**src/rtl/multicycle_control_unit_if.sv**
```systemverilog
// Control-unit <-> datapath signal bundle for the multicycle ARM core.
// The master modport is the control unit; the slave modport is the datapath side.
interface multicycle_control_unit_if #(
    parameter int ALU_CTRL_W = 2
);
    logic [3:0]            cond;
    logic [1:0]            op;
    logic [5:0]            funct;
    logic [3:0]            rd;
    logic [3:0]            alu_flags;
    logic                  mem_ready;

    logic                  pc_we;
    logic                  adr_src;
    logic                  mem_we;
    logic                  ir_we;
    logic                  reg_we;
    logic [1:0]            result_src;
    logic [1:0]            alu_src_a;
    logic [1:0]            alu_src_b;
    logic [ALU_CTRL_W-1:0] alu_ctrl;
    logic [1:0]            imm_src;
    logic [1:0]            reg_src;
    logic [3:0]            flags;
    logic                  instr_done;

    modport master (
        input  cond, op, funct, rd, alu_flags, mem_ready,
        output pc_we, adr_src, mem_we, ir_we, reg_we, result_src, alu_src_a,
               alu_src_b, alu_ctrl, imm_src, reg_src, flags, instr_done
    );

    modport slave (
        output cond, op, funct, rd, alu_flags, mem_ready,
        input  pc_we, adr_src, mem_we, ir_we, reg_we, result_src, alu_src_a,
               alu_src_b, alu_ctrl, imm_src, reg_src, flags, instr_done
    );
endinterface

```
**src/rtl/multicycle_control_unit.sv**
```systemverilog
// Multicycle ARM control unit: Moore FSM for fetch/decode/execute/memory/writeback
// with memory-ready stalls, an internal NZCV register and condition evaluation.
module multicycle_control_unit #(
    parameter int ALU_CTRL_W  = 2,
    parameter bit MEM_WAIT_EN = 1'b1
) (
    input logic                       clk,
    input logic                       rst_n,
    multicycle_control_unit_if.master bus
);
    typedef enum logic [3:0] {
        S_FETCH, S_DECODE, S_MEMADR, S_MEMRD, S_MEMWB,
        S_MEMWR, S_EXECR, S_EXECI, S_ALUWB, S_BRANCH
    } state_t;

    localparam logic [1:0] OP_DP  = 2'b00;
    localparam logic [1:0] OP_MEM = 2'b01;
    localparam logic [1:0] OP_B   = 2'b10;

    localparam logic [3:0] CMD_AND = 4'b0000;
    localparam logic [3:0] CMD_EOR = 4'b0001;
    localparam logic [3:0] CMD_SUB = 4'b0010;
    localparam logic [3:0] CMD_ADD = 4'b0100;
    localparam logic [3:0] CMD_CMP = 4'b1010;
    localparam logic [3:0] CMD_ORR = 4'b1100;

    localparam logic [2:0] ALU_ADD = 3'd0;
    localparam logic [2:0] ALU_SUB = 3'd1;
    localparam logic [2:0] ALU_AND = 3'd2;
    localparam logic [2:0] ALU_ORR = 3'd3;
    localparam logic [2:0] ALU_EOR = 3'd4;

    state_t     state, state_nxt;
    logic [3:0] flags_q;
    logic [3:0] cmd;
    logic [2:0] dec_ctrl, ctrl;
    logic       cmd_ok, is_cmp, is_arith, cond_ex, ready;

    assign cmd       = bus.funct[4:1];
    assign is_cmp    = (cmd == CMD_CMP);
    assign is_arith  = (dec_ctrl == ALU_ADD) || (dec_ctrl == ALU_SUB);
    assign ready     = MEM_WAIT_EN ? bus.mem_ready : 1'b1;
    assign bus.flags = flags_q;

    // ALU decoder; EOR exists only when alu_ctrl is wide enough to encode it.
    always_comb begin
        // NOTE: every combinational output gets a default first so no path infers a latch.
        dec_ctrl = ALU_ADD;
        cmd_ok   = 1'b1;
        case (cmd)
            CMD_ADD:          dec_ctrl = ALU_ADD;
            CMD_SUB, CMD_CMP: dec_ctrl = ALU_SUB;
            CMD_AND:          dec_ctrl = ALU_AND;
            CMD_ORR:          dec_ctrl = ALU_ORR;
            CMD_EOR: begin
                if (ALU_CTRL_W >= 3) dec_ctrl = ALU_EOR;
                else                 cmd_ok   = 1'b0;
            end
            default:          cmd_ok = 1'b0;
        endcase
    end

    always_comb begin
        logic n, z, c, v;
        {n, z, c, v} = flags_q;
        case (bus.cond)
            4'b0000: cond_ex = z;
            4'b0001: cond_ex = !z;
            4'b0010: cond_ex = c;
            4'b0011: cond_ex = !c;
            4'b0100: cond_ex = n;
            4'b0101: cond_ex = !n;
            4'b0110: cond_ex = v;
            4'b0111: cond_ex = !v;
            4'b1000: cond_ex = c && !z;
            4'b1001: cond_ex = !c || z;
            4'b1010: cond_ex = (n == v);
            4'b1011: cond_ex = (n != v);
            4'b1100: cond_ex = !z && (n == v);
            4'b1101: cond_ex = z || (n != v);
            4'b1110: cond_ex = 1'b1;
            default: cond_ex = 1'b0;
        endcase
    end

    always_ff @(posedge clk or negedge rst_n) begin
        // NOTE: sequential state uses non-blocking assignments so all registers update together.
        if (!rst_n) state <= S_FETCH;
        else        state <= state_nxt;
    end

    // Flags latch on the edge leaving execute; logical ops leave C and V alone.
    always_ff @(posedge clk or negedge rst_n) begin
        if (!rst_n) begin
            flags_q <= 4'b0000;
        end else if ((state == S_EXECR || state == S_EXECI) && (bus.funct[0] || is_cmp)) begin
            flags_q[3:2] <= bus.alu_flags[3:2];
            if (is_arith) flags_q[1:0] <= bus.alu_flags[1:0];
        end
    end

    always_comb begin
        state_nxt      = state;
        bus.pc_we      = 1'b0;
        bus.adr_src    = 1'b0;
        bus.mem_we     = 1'b0;
        bus.ir_we      = 1'b0;
        bus.reg_we     = 1'b0;
        bus.instr_done = 1'b0;
        bus.result_src = 2'b00;
        bus.alu_src_a  = 2'b00;
        bus.alu_src_b  = 2'b00;
        ctrl           = ALU_ADD;
        bus.imm_src    = bus.op;
        bus.reg_src    = {(bus.op == OP_MEM) && !bus.funct[0], bus.op == OP_B};

        case (state)
            S_FETCH: begin
                bus.alu_src_a  = 2'b01;
                bus.alu_src_b  = 2'b10;
                bus.result_src = 2'b10;
                bus.ir_we      = ready;
                bus.pc_we      = ready;
                if (ready) state_nxt = S_DECODE;
            end
            S_DECODE: begin
                bus.alu_src_a = 2'b01;
                bus.alu_src_b = 2'b10;
                state_nxt     = S_FETCH;
                if (!cond_ex) begin
                    bus.instr_done = 1'b1;
                end else begin
                    case (bus.op)
                        OP_MEM:  state_nxt = S_MEMADR;
                        OP_B:    state_nxt = S_BRANCH;
                        OP_DP: begin
                            if (!cmd_ok)            bus.instr_done = 1'b1;
                            else if (bus.funct[5])  state_nxt = S_EXECI;
                            else                    state_nxt = S_EXECR;
                        end
                        default: bus.instr_done = 1'b1;
                    endcase
                end
            end
            S_EXECR: begin
                ctrl      = dec_ctrl;
                state_nxt = S_ALUWB;
            end
            S_EXECI: begin
                bus.alu_src_b = 2'b01;
                ctrl          = dec_ctrl;
                state_nxt     = S_ALUWB;
            end
            S_ALUWB: begin
                ctrl           = dec_ctrl;
                bus.reg_we     = !is_cmp;
                bus.pc_we      = !is_cmp && (bus.rd == 4'hF);
                bus.instr_done = 1'b1;
                state_nxt      = S_FETCH;
            end
            S_MEMADR: begin
                bus.alu_src_b = 2'b01;
                state_nxt     = bus.funct[0] ? S_MEMRD : S_MEMWR;
            end
            S_MEMRD: begin
                bus.adr_src = 1'b1;
                if (ready) state_nxt = S_MEMWB;
            end
            S_MEMWB: begin
                bus.result_src = 2'b01;
                bus.reg_we     = 1'b1;
                bus.pc_we      = (bus.rd == 4'hF);
                bus.instr_done = 1'b1;
                state_nxt      = S_FETCH;
            end
            S_MEMWR: begin
                bus.adr_src    = 1'b1;
                bus.mem_we     = 1'b1;
                bus.instr_done = ready;
                if (ready) state_nxt = S_FETCH;
            end
            S_BRANCH: begin
                bus.alu_src_b  = 2'b01;
                bus.result_src = 2'b10;
                bus.pc_we      = 1'b1;
                bus.instr_done = 1'b1;
                state_nxt      = S_FETCH;
            end
            default: state_nxt = S_FETCH;
        endcase

        // Reset held low silences every enable and select at once, even mid-instruction.
        if (!rst_n) begin
            bus.pc_we      = 1'b0;
            bus.adr_src    = 1'b0;
            bus.mem_we     = 1'b0;
            bus.ir_we      = 1'b0;
            bus.reg_we     = 1'b0;
            bus.instr_done = 1'b0;
            bus.result_src = 2'b00;
            bus.alu_src_a  = 2'b00;
            bus.alu_src_b  = 2'b00;
            bus.imm_src    = 2'b00;
            bus.reg_src    = 2'b00;
            ctrl           = ALU_ADD;
        end
    end

    assign bus.alu_ctrl = ALU_CTRL_W'(ctrl);
endmodule

```
**src/flat_wrapper.sv**
```systemverilog
// flat-port wrapper written by rule: the top's interface ports become plain ports
module multicycle_control_unit_flat 
#(
    parameter int ALU_CTRL_W  = 2,
    parameter bit MEM_WAIT_EN = 1'b1
)
  (clk, rst_n, bus_cond, bus_op, bus_funct, bus_rd, bus_alu_flags, bus_mem_ready, bus_pc_we, bus_adr_src, bus_mem_we, bus_ir_we, bus_reg_we, bus_result_src, bus_alu_src_a, bus_alu_src_b, bus_alu_ctrl, bus_imm_src, bus_reg_src, bus_flags, bus_instr_done);
  multicycle_control_unit_if #(.ALU_CTRL_W(ALU_CTRL_W)) bus_i ();
  input logic clk;
  input logic rst_n;
  input wire logic [$bits(bus_i.cond)-1:0] bus_cond;
  input wire logic [$bits(bus_i.op)-1:0] bus_op;
  input wire logic [$bits(bus_i.funct)-1:0] bus_funct;
  input wire logic [$bits(bus_i.rd)-1:0] bus_rd;
  input wire logic [$bits(bus_i.alu_flags)-1:0] bus_alu_flags;
  input wire logic [$bits(bus_i.mem_ready)-1:0] bus_mem_ready;
  output wire logic [$bits(bus_i.pc_we)-1:0] bus_pc_we;
  output wire logic [$bits(bus_i.adr_src)-1:0] bus_adr_src;
  output wire logic [$bits(bus_i.mem_we)-1:0] bus_mem_we;
  output wire logic [$bits(bus_i.ir_we)-1:0] bus_ir_we;
  output wire logic [$bits(bus_i.reg_we)-1:0] bus_reg_we;
  output wire logic [$bits(bus_i.result_src)-1:0] bus_result_src;
  output wire logic [$bits(bus_i.alu_src_a)-1:0] bus_alu_src_a;
  output wire logic [$bits(bus_i.alu_src_b)-1:0] bus_alu_src_b;
  output wire logic [$bits(bus_i.alu_ctrl)-1:0] bus_alu_ctrl;
  output wire logic [$bits(bus_i.imm_src)-1:0] bus_imm_src;
  output wire logic [$bits(bus_i.reg_src)-1:0] bus_reg_src;
  output wire logic [$bits(bus_i.flags)-1:0] bus_flags;
  output wire logic [$bits(bus_i.instr_done)-1:0] bus_instr_done;
  assign bus_i.cond = bus_cond;
  assign bus_i.op = bus_op;
  assign bus_i.funct = bus_funct;
  assign bus_i.rd = bus_rd;
  assign bus_i.alu_flags = bus_alu_flags;
  assign bus_i.mem_ready = bus_mem_ready;
  assign bus_pc_we = bus_i.pc_we;
  assign bus_adr_src = bus_i.adr_src;
  assign bus_mem_we = bus_i.mem_we;
  assign bus_ir_we = bus_i.ir_we;
  assign bus_reg_we = bus_i.reg_we;
  assign bus_result_src = bus_i.result_src;
  assign bus_alu_src_a = bus_i.alu_src_a;
  assign bus_alu_src_b = bus_i.alu_src_b;
  assign bus_alu_ctrl = bus_i.alu_ctrl;
  assign bus_imm_src = bus_i.imm_src;
  assign bus_reg_src = bus_i.reg_src;
  assign bus_flags = bus_i.flags;
  assign bus_instr_done = bus_i.instr_done;
  multicycle_control_unit #(.ALU_CTRL_W(ALU_CTRL_W), .MEM_WAIT_EN(MEM_WAIT_EN)) u_core (.clk(clk), .rst_n(rst_n), .bus(bus_i));
endmodule
```
**config.mk**
```make
export PLATFORM = sky130hd
export DESIGN_NAME = multicycle_control_unit_flat
export DESIGN_NICKNAME = d
export VERILOG_FILES = /design/src/rtl/multicycle_control_unit_if.sv /design/src/rtl/multicycle_control_unit.sv /design/src/flat_wrapper.sv
export SDC_FILE = /design/constraint.sdc
export NUM_CORES = 1
export LEC_CHECK = 0
export CAP_MARGIN = 30
export CELL_PAD_IN_SITES_DETAIL_PLACEMENT = 1
export CELL_PAD_IN_SITES_GLOBAL_PLACEMENT = 1
export CORE_MARGIN = 2
export CORE_UTILIZATION = 30
export DETAILED_ROUTE_END_ITERATION = 10
export GPL_TIMING_DRIVEN = 0
export HOLD_SLACK_MARGIN = 0.03
export PLACE_DENSITY = 0.85
export SYNTH_ARGS = -nofsm -noshare
export SYNTH_HDL_FRONTEND = slang
export SYNTH_SLANG_ARGS = --single-unit
```
**constraint.sdc**
```tcl
create_clock -name clk -period 1.8 [get_ports clk]
set_input_delay 0.18 -clock clk [delete_from_list [all_inputs] [get_ports clk]]
set_output_delay 0.18 -clock clk [all_outputs]
set_load 0.05 [all_outputs]
```
# Word level (Yosys, flattened, before mapping)
# Cells that the tools add are included.
# word_totals
latchBits	0
in_bits	23
ramBits	0
rom_bits	0
register_bits	8
output_inout_bits	22
n_memories	0
# classes
reduce_logical	33
mul	0
div	0
n_shift	0
mux	37
order_cmp	0
n_addsub	0
eq_ne	36
bitwise	0
# op_table
op	count
== test 4 bit (second input constant)	12
== test 4 x 3 -> 1 bit (second input constant)	9
one-hot mux 4 bit (6 select lines)	1
== test 4 x 2 -> 1 bit (second input constant)	5
2-to-1 mux 4 bit	5
2-to-1 mux 1 bit	15
one-hot mux 1 bit (15 select lines)	1
logical NOT 4 bit	3
2-to-1 mux 2 bit	6
one-hot mux 4 bit (3 select lines)	1
OR reduction 2 bit	6
OR reduction 3 bit	3
== test 4 x 1 -> 1 bit (second input constant)	2
one-hot mux 2 bit (2 select lines)	2
logical NOT 1 bit	6
inequality test 2 bit (second input constant)	3
one-hot mux 2 bit (3 select lines)	1
logical AND 1 bit	5
logical OR 1 bit	5
OR reduction 5 bit	1
== test 2 x 1 -> 1 bit (second input constant)	2
one-hot mux 1 bit (2 select lines)	2
one-hot mux 1 bit (4 select lines)	1
logical NOT 3 bit	1
other kinds (8)	8

# Logic depth before layout (Yosys ltp)
# depth
depth_word	8
ltp_mapped	6

# Least setup slack after synthesis
# Ideal clock, no wire load.
# synth_timing
kind	reg-to-output
startpoint	register u_core.state[0]
endpoint	output port bus_pc_we
arrival_time_ps	3269
stages_incl_launch_ff	7
path_buffers	1
required_ps	1620
slack_ps	-1649
cell_sequence	dfrtp_1 -> buf_2 -> inv_1 -> a21oi_1 -> nor2_1 -> a22oi_1 -> a2111oi_0
# synth_between
elab_chain_cells	3
elab_cells_between_ends	6
cone_classes	eq/ne: 3; mux: 2; reduce/logical: 1
# synth_lines
element	line	source
start, declared	multicycle_control_unit.sv:33	state_t state, state_nxt;
start signal, assigned	multicycle_control_unit.sv:89	else state <= state_nxt;
== test 4 bit, or another cell as far along	multicycle_control_unit.sv:117	case (state)
one-hot mux 1 bit (4 select lines) (*)	multicycle_control_unit.sv:117	
2-to-1 mux 1 bit (*)	multicycle_control_unit.sv:193	if (!rst_n) begin
end, declared	flat_wrapper.sv:17	output wire logic [$bits(bus_i.pc_we)-1:0] bus_pc_we;
# Every way passes the cells marked *; elsewhere a longest branch is shown, timed or not.

# Final worst setup path
# layout_timing
startpoint	register u_core.flags_q[3] (netlist: u_core.bus.flags[3])
endpoint	output port bus_instr_done
# layout_between
elab_chain_cells	6
elab_cells_between_ends	9
cone_classes	eq/ne: 2; mux: 4; reduce/logical: 3
# layout_lines
element	line	source
start, declared	multicycle_control_unit.sv:34	logic [3:0] flags_q;
start signal, assigned	multicycle_control_unit.sv:97	flags_q[3:2] <= bus.alu_flags[3:2];
inequality test 1 bit / == test 1 bit (equally long branches)	--	
logical OR 1 bit / logical AND 1 bit (equally long branches)	multicycle_control_unit.sv:80, multicycle_control_unit.sv:79	
one-hot mux 1 bit (15 select lines) (*)	multicycle_control_unit.sv:66	case (bus.cond)
2-to-1 mux 1 bit (*)	multicycle_control_unit.sv:130	if (!cond_ex) begin
one-hot mux 1 bit (3 select lines) (*)	multicycle_control_unit.sv:117	
2-to-1 mux 1 bit (*)	multicycle_control_unit.sv:193	
end, declared	flat_wrapper.sv:29	output wire logic [$bits(bus_i.instr_done)-1:0] bus_instr_done;
# Marked as above.

==> results.md <==
* Total chip power at 2230 µW
* Cell total after placement at 231
* P_int at 1020 µW
* H-tree depth at 1
* Seq/Total Area, Yosys at 0.185
* Fin cells at 256
* Synth area leader: dfrtp_1
* Worst IR Drop VDD at 0.614 mV
* Failing checks: negative setup slack
* NetSw at 1200 µW
* Worst clock skew at 0.0126 ns
* TritonCTS clock tree: done
* Clk pwr share at 0.073
* Die area at 4100 µm²
* Crit path capture type: output pin
* Cell count along the critical path at 7
* Total Neg Setup Slack at -0.828 ns
* Post-route ant nets at 0
* Top post-synthesis cells by area: dfrtp_1 (19%), ha_1 (4.6%), nor2b_1 (4.6%), a21oi_1 (4.2%), nor2_1 (3.8%)
* Combinational Power Share at 0.759
* GR Util met1 at 0.256
* Row cnt at 21
* Placer Congestion at 0.883
* DRC Markers at 0
* Final setup vio count at 7
* GR Util met3 at 0.0528
* Initial Util at 0.319
* Peak Freq at 0.462 GHz
* HP Class: in -> reg
* DPL Wire Length at 2980 µm
* Wire per inst at 19.9 µm
* PortBufs at 43
* CTS max path bufs at 2
* Chip Height at 64.0 µm
* Switching Fraction at 0.541
* Crit path DAT at 1.98 ns
* Reg2reg path depth at 7
* Worst-path cell chain: buf_4, mux2i_1, o21a_1, o211ai_2, a21oi_2, a31o_4, buf_8
* Slew HR at 0.663
* CTS buffer count at 3
* Final Hold Fails at 0
* CTS Sinks at 8
* Core ar. at 3390 µm²
* Number of synthesized flops with an enable pin at 0
* Worst setup SP type: flop
* Tightest Pin Transition at 0.504 ns
* Final WS setup at -0.365 ns
* Share of layout cells above drive strength 1 at 0.429
* Total congestion overflow at 0
* Vias in the first global route at 1396
* Largest net degree at the start of global routing at 12
* Post-Synthesis Cells at 142
* Slowest cell delay on critical path at 0.46 ns
* Final-report max-slew violation count at 0
* Clock Latency Late Sink at 0.28 ns
* Synth-to-layout area growth at 82.4%
* Initial drt markers at 61
* Floorplan die width at 64.0 µm
* DR vias/cell at 5.59
* Met2 Use GR at 0.363
* Worst-path clk slew at 0.07 ns
* Slowest CP cell: dfrtp_2
* CP bufs+invs at 2
* Status: complete, but fails checks
* Min Clock Period, post-route at 2.16 ns
* Filler instances at 388
* Cell Pwr Density at 1130 nW/µm²
* Synthesized flop and latch total at 8
* Final wirelength at 5110 µm
* RSZ-0062 raised after global routing: true
* Worst setup path category: reg -> out
* Place WS at -1.13 ns
* # diodes at 0
* Final layout net count at 238
* Leakage Power at 0.000880 µW
* CP required at 1.62 ns
* Top post-synthesis cells by count: nor2_1 (11), a21oi_1 (9), nand2_1 (9)
* Netlist Area Pre-Place at 1080 µm²
* All-Layer GR Usage at 0.211
* Synth unique cells at 49
* Final worst-path cycle share at 1.20
* Initial antenna violation count at 0
* Hold depth at 3
* Top-count cell post-synth: nor2_1
* Syn Nets at 169
* IO Count at 45
* Clock root buffer master: clkbuf_4
* Drt pass-1 iters at 4
* Part of the power in registers at 0.168
* Via count at 1431
* Crit-path max FO at 5
* Ys Warns at 0
* Max cap viols at 0
* Gr busiest metal: met2
* First-pass GRT wire length at 6810 µm
* Synth top area share at 0.185
* CP top delay family: compound AO/OA/AOI/OAI gates
* Most used DFF post-synth: dfrtp_1
* Async set or reset register ratio after synthesis at 1.00
* Avg Cell Area, Syn at 7.61 µm²
==> power groups by stage <==
stage          sequential (µW)  clock (µW)  combinational, µW
4_1_cts                    343         166               1410
6_report                   373         163               1690
3_3_place_gp               329           0               1290
5_1_grt                    381         174               1770
3_5_place_dp               336           0               1330
2_1_floorplan              437           0                813
==> stage by stage <==
stage               hold slack [ns]  utilization  cell area [µm²]
finish                        0.453        0.582             1970
floorplan                    -0.116            -             1130
global route                  0.490        0.582             1970
global placement              0.538        0.478             1620
detailed placement            0.545        0.478             1620
CTS                          -0.118        0.515             1750
==> cells by family after synthesis <==
kind of cell    after synthesis  synth area share
buf+inv                      17            0.0775
xor+xnor                      4            0.0324
compound gates               39             0.257
simple gates                 62             0.328
fa+ha+maj                     4            0.0463
mux                           7            0.0706
flops                         8             0.185
other cells                   1           0.00347
==> metal layers <==
layer  share of wire  vias to the layer above
li1                -                      653
met1            0.39                      695
met2            0.50                       62
met3           0.068                       21
met4           0.035                        0
met5               0                        -
==> registers in the layout (all words and copies together) (netlist names) <==
| name | flops |
|---|---|
| u_core.bus.flags | 4 |
| u_core.state | 4 |
==> tightest hold or removal path, cell delays in order <==
cell and delay (ns):
dlymetal6s2s_1 0.20, a21oi_1 0.19, o31ai_1 0.10
==> worst paths after layout <==
path,start,end,slack (ns)
min reg2reg,u_core.bus.flags[2]$_DFFE_PN0P_,u_core.bus.flags[2]$_DFFE_PN0P_,0.61
max,u_core.bus.flags[3]$_DFFE_PN0P_,bus_instr_done,-0.36
min in group asynchronous,rst_n,u_core.state[3]$_DFFE_PN0P_,0.59
max reg2reg,u_core.bus.flags[3]$_DFFE_PN0P_,u_core.state[0]$_DFFE_PN0P_,-0.01
min,bus_op[1],u_core.state[0]$_DFFE_PN0P_,0.45
max in group asynchronous,rst_n,u_core.bus.flags[2]$_DFFE_PN0P_,0.85
==> cell type report <==
cell class / count / area [µm²] / share of cell area
Multi-Input combinational cell: 117 / 978 / 0.496
Timing Repair Buffer: 64 / 576 / 0.292
Sequential cell: 8 / 206 / 0.105
Buffer: 9 / 90.1 / 0.0457
Tap cell: 46 / 57.6 / 0.0292
Inverter: 8 / 37.5 / 0.0190
Clock buffer: 4 / 26.3 / 0.0133
==> placed cells by master, fill, tap and decap left out, types with 3 or more instances in the layout <==
| master | count |
|---|---|
| nor2_2 | 3 |
| clkbuf_4 | 4 |
| dfrtp_1 | 3 |
| inv_1 | 6 |
| nor2_1 | 7 |
| nand2b_1 | 3 |
| nor2b_4 | 4 |
| o21ai_0 | 4 |
| buf_4 | 23 |
| mux2_1 | 3 |
| nand3b_1 | 3 |
| clkdlybuf4s15_2 | 7 |
| buf_2 | 5 |
| a21oi_1 | 8 |
| and2_1 | 4 |
| buf_6 | 8 |
| nand2_1 | 6 |
| ha_1 | 4 |
| dlygate4sd2_1 | 6 |
| nor3b_1 | 3 |
| o31ai_1 | 4 |
| dfrtp_2 | 5 |
| clkdlybuf4s50_1 | 17 |
| nor3_1 | 3 |
| and3_1 | 4 |
==> timing repair <==
item,4_1_cts,5_1_grt
hold endpoints to repair,8,8
setup buffers,5,15
pin swaps,5,10
setup endpoints to repair,17,14
gates resized for setup,116,32
Note: power is estimated with default switching activity, not from simulation.
